`src/rtl/intr_ack_sequencer.sv`:
```
// rtl/intr_ack_sequencer.sv - CPU-side interrupt acknowledge sequencer for the 8259 simple-ack interface
//
// Purpose:
//   Samples the PIC interrupt request at instruction boundaries, drives the
//   PIC acknowledge pulse, latches the returned vector and offers it to the
//   CPU core over a valid/ready handshake. A rising edge on nmi takes priority
//   over maskable INTR and delivers NMI_VECTOR without touching the PIC.
//
// Ports:
//   clk            in   system clock, rising edge
//   reset          in   asynchronous active-high reset
//   intr_in        in   PIC interrupt_to_cpu
//   pic_vector     in   PIC simpleirq vector
//   pic_ack        out  PIC interrupt_acknowledge_simple
//   nmi            in   non-maskable request, rising-edge sensitive
//   cpu_if         in   CPU interrupt-enable flag
//   inst_boundary  in   CPU is between instructions
//   vector_out     out  vector presented to CPU
//   vector_valid   out  vector_out is valid
//   vector_is_nmi  out  vector_out belongs to an NMI
//   vector_taken   in   CPU accepts the vector
//   spurious       out  one-clock pulse when INTR vanished during the ack
//   busy           out  sequencer not idle

module intr_ack_sequencer #(
   parameter int unsigned ACK_CYCLES     = 5,
   parameter int unsigned HOLDOFF_CYCLES = 2,
   parameter logic [7:0]  NMI_VECTOR     = 8'h02
) (
   input  logic       clk,
   input  logic       reset,
   input  logic       intr_in,
   input  logic [7:0] pic_vector,
   output logic       pic_ack,
   input  logic       nmi,
   input  logic       cpu_if,
   input  logic       inst_boundary,
   output logic [7:0] vector_out,
   output logic       vector_valid,
   output logic       vector_is_nmi,
   input  logic       vector_taken,
   output logic       spurious,
   output logic       busy
);

   typedef enum logic [1:0] {
      ST_IDLE,
      ST_ACK,
      ST_PRESENT,
      ST_HOLDOFF
   } state_t;

   localparam logic [3:0] ACK_LAST  = 4'(ACK_CYCLES);
   localparam logic [3:0] HOLD_LAST = 4'(HOLDOFF_CYCLES);

   state_t     state;
   logic [3:0] ack_cnt;
   logic [3:0] hold_cnt;
   logic       nmi_prev;
   logic       nmi_pending;
   logic       nmi_edge;
   logic       nmi_req;

   // An edge arriving on the same clock as an IDLE decision already counts,
   // so an NMI always beats an INTR that shows up in the same cycle.
   assign nmi_edge = nmi & ~nmi_prev;
   assign nmi_req  = nmi_pending | nmi_edge;
   assign busy     = (state != ST_IDLE);

   always_ff @(posedge clk or posedge reset) begin
      if (reset) begin
         state         <= ST_IDLE;
         ack_cnt       <= 4'd0;
         hold_cnt      <= 4'd0;
         nmi_prev      <= 1'b0;
         nmi_pending   <= 1'b0;
         pic_ack       <= 1'b0;
         vector_out    <= 8'h00;
         vector_valid  <= 1'b0;
         vector_is_nmi <= 1'b0;
         spurious      <= 1'b0;
      end else begin
         nmi_prev <= nmi;
         spurious <= 1'b0;
         if (nmi_edge)
            nmi_pending <= 1'b1;

         case (state)
            ST_IDLE: begin
               if (inst_boundary) begin
                  if (nmi_req) begin
                     vector_out    <= NMI_VECTOR;
                     vector_is_nmi <= 1'b1;
                     vector_valid  <= 1'b1;
                     state         <= ST_PRESENT;
                  end else if (intr_in && cpu_if) begin
                     pic_ack <= 1'b1;
                     ack_cnt <= 4'd1;
                     state   <= ST_ACK;
                  end
               end
            end

            ST_ACK: begin
               // ack_cnt counts the clocks pic_ack has been high; the final
               // one is where the PIC's answer is judged.
               if (ack_cnt >= ACK_LAST) begin
                  pic_ack <= 1'b0;
                  ack_cnt <= 4'd0;
                  if (intr_in) begin
                     vector_out    <= pic_vector;
                     vector_is_nmi <= 1'b0;
                     vector_valid  <= 1'b1;
                     state         <= ST_PRESENT;
                  end else begin
                     spurious <= 1'b1;
                     hold_cnt <= 4'd0;
                     state    <= (HOLD_LAST == 4'd0) ? ST_IDLE : ST_HOLDOFF;
                  end
               end else if (ack_cnt != 4'hF) begin
                  ack_cnt <= ack_cnt + 4'd1;
               end
            end

            ST_PRESENT: begin
               if (vector_taken) begin
                  vector_valid <= 1'b0;
                  // Clearing after the edge-set above makes a coincident
                  // edge count as absorbed by the NMI being delivered.
                  if (vector_is_nmi)
                     nmi_pending <= 1'b0;
                  hold_cnt <= 4'd0;
                  state    <= (HOLD_LAST == 4'd0) ? ST_IDLE : ST_HOLDOFF;
               end
            end

            ST_HOLDOFF: begin
               if (({1'b0, hold_cnt} + 5'd1) >= {1'b0, HOLD_LAST}) begin
                  hold_cnt <= 4'd0;
                  state    <= ST_IDLE;
               end else if (hold_cnt != 4'hF) begin
                  hold_cnt <= hold_cnt + 4'd1;
               end
            end

            default: state <= ST_IDLE;
         endcase
      end
   end

endmodule

```
`config.mk`:
```
export PLATFORM = sky130hd
export DESIGN_NAME = intr_ack_sequencer
export DESIGN_NICKNAME = d
export VERILOG_FILES = /design/src/rtl/intr_ack_sequencer.sv
export SDC_FILE = /design/constraint.sdc
export NUM_CORES = 1
export LEC_CHECK = 0
export ABC_AREA = 1
export CAP_MARGIN = 25
export CORE_ASPECT_RATIO = 1.5
export CORE_MARGIN = 2
export CORE_UTILIZATION = 40
export DETAILED_ROUTE_END_ITERATION = 16
export PLACE_DENSITY_LB_ADDON = 0.15
export SLEW_MARGIN = 10
export SYNTH_ARGS = -nofsm -noshare
export SYNTH_HDL_FRONTEND = slang
export SYNTH_SLANG_ARGS = --single-unit
```
`constraint.sdc`:
```
create_clock -name clk -period 2.4 [get_ports clk]
set_input_delay 0.48 -clock clk [delete_from_list [all_inputs] [get_ports clk]]
set_output_delay 0.48 -clock clk [all_outputs]
set_load 0.005 [all_outputs]
```
==> results.cfg <==
[clocking]
numCtsBuffers = 3
clk_latency_ns = 0.26
path_clk_slew_ns = 0.08
htree_levels = 1
ctsLongestPathBuffers = 2
cts_setup_buffers = 0
ctsResizeCount = 0
hold_buffers = 0
root_buffer = clkbuf_8
tritoncts = done
cts.sinks = 24

[flow_run]
maxCapViolations = 0

[pwr]
power_density_mw_per_mm2 = 1140
ir_worst_vdd_v = 0.000816
p_leak_nw = 0.838

[global_route]
grt_pass1_wl_um = 4230
antenna_found_initial = 0
overflow = 0
grt_max_degree = 25
grt_pass1_vias = 998
gr-usage-all-layers_pct = 14.8

[sta]
max_freq_mhz = 464
setup-tns-final_ns = 0
fin_crit_sh_pct = 89.8
fin_crit_ns = 2.15
rsz0062_at_grt = no
slew_headroom_pct = 78.2
hold_ws_ns = 0.490
tightest_slew_ns = 0.327
final-hold-violation-count = 0
drv_slew = 0
finalSetupViolCount = 0
clock_skew_ns = 0.00136

[drt]
totalWireLength_um = 2570
via_count = 1082
avgRoutedWirePerCell_um = 10.9
drc_errors = 0
vias_per_cell = 4.60
drtPass1Iterations = 4
ant_nets = 0
drt-initial-drc-count = 28

[worst_setup_path]
arrival_ns = 1.67
cp_cell_sequence = inv_1 -> ha_1 -> inv_1 -> clkdlybuf4s50_1
required_ns = 1.92
r2r_start = state[1]
cp_slowest_cell = clkdlybuf4s50_1
path_common_cell = inv_1
critical-path-max-stage-delay_ns = 0.52
critPathLaunch = state[0]
endpoint_kind = primary output
path_max_fanout = 5
worstSetupStartpointType = flip-flop
critPathKind = flip-flop to primary output

[synth]
synth_cell_types = 17
async_reset_ff_share_pct = 100
syn_inst = 164
ys.flop_type = dfrtp_1
synth_warnings = 0
ys_seq_area_share_pct = 46.8
yosys.cell_count.top_type = nand2_1
post-synth-top-area-cell = dfrtp_1
netlist_area_mm2 = 0.00128
syn_nets = 188
yosysTopAreaCellShare_pct = 46.8
synthTopCellsByCount = nand2_1 (54), inv_1 (25), dfrtp_1 (24)
synth_enable_flop_cells = 0
synth.area.top_cells = dfrtp_1 (47%), nand2_1 (16%), ha_1 (8.8%)
postSynthAreaPerCell_um2 = 7.83
ys_ff_latch = 24

[die]
die_area_mm2 = 0.00369
ios = 28
die_x_um = 50.3
dieHeight_um = 73.4
start_util_pct = 41.5
core-area_mm2 = 0.00310
num_rows = 25

[worst_hold_path]
hp-class = flip-flop to flip-flop
hold_path_startpoint = vector_out[3]

[finish]
nNetsFinal = 220
n_fill_cell = 299
antenna_cells = 0
syn2layout_area_growth_pct = 29.2
drive_above_1_share_pct = 6.15

[placed_design]
gp_congestion = 0.854
port_buffers = 27
hpwlAfterDp_um = 1940

[outcome]
status = finished clean
-- path summary, 6_finish.rpt --
kind	endpoint	slack (ns)	cells after the start
min in group asynchronous	vector_out[4]	0.57	3
worst max register to register	vector_out[5]	0.71	10
worst min-delay path	vector_out[3]	0.49	2
max in group asynchronous	hold_cnt[2]	1.58	3
worst min register to register	vector_out[3]	0.49	2
worst max-delay path	busy	0.25	4
-- through the flow --
stage | total power, mW | util, % | std cells | cell area [um^2] | worst slack [ns]
6_report | 1.90 | 53.6 | 235 | 1660 | 0.246
5_1_grt | 2.08 | 53.6 | 235 | 1660 | 0.138
4_1_cts | 1.93 | 53.6 | 235 | 1660 | 0.246
3_5_place_dp | 1.64 | 51.8 | 231 | 1600 | 0.519
3_3_place_gp | 1.61 | 51.8 | 231 | 1600 | 0.527
2_1_floorplan | 1.28 | - | 164 | 1280 | 0.927
-- report_power, final --
part	internal (mW)	leakage, nW	switching, mW	total (mW)
clock	0.146	0.0288	0.126	0.273
combinational	0.437	0.497	0.533	0.970
sequential	0.550	0.312	0.106	0.656
total	1.13	0.838	0.765	1.90
-- placed cells by master, fill, tap and decap left out, drive strengths merged --
cell           instances
nor2                  13
inv                   27
clkbuf                 4
nand3                 10
clkdlybuf4s50         27
xor2                   1
o21ai                 19
nand3b                 1
nand2                 55
dfrtp                 24
a21oi                  2
or2                    1
ha                     9
buf                    2
-- state kept, by name (all words and copies together), names as in the netlist, 2 cells and up --
| register | cells |
|---|---|
| ack_cnt | 4 |
| hold_cnt | 4 |
| state | 2 |
| vector_out | 8 |
-- metal layers --
layer	global-route usage, %	up-vias	wire [um]
met2	26.5	22	1320
li1	-	561	-
met5	0	-	0
met1	18.4	497	1160
met3	1.83	2	67
met4	4.63	0	17
-- critical path, delay by kind of cell, from the launching register on --
kind	cells	cell delay (ns)
buffers and inverters	3	0.75
adders and majority gates	1	0.26
DFF	1	0.40
-- final cells by class --
class	instances	area (um^2)	share of cell area, %
Inverter	27	101	6.11
Multi-Input combinational cell	111	567	34.2
Clock buffer	4	55.1	3.32
Tap cell	40	50.0	3.02
Timing Repair Buffer	29	285	17.2
Sequential cell	24	601	36.2
-- kinds of logic after synthesis --
kind of cell | after synthesis | share of synthesized area (%)
flip-flops | 24 | 46.8
buffers and inverters | 29 | 9.06
XOR/XNOR | 1 | 0.682
AO/OA/AOI/OAI | 21 | 8.48
AND/OR/NAND/NOR | 80 | 26.2
adder cells (fa/ha/maj) | 9 | 8.77
No activity file was read; power rests on OpenSTA's default activity.
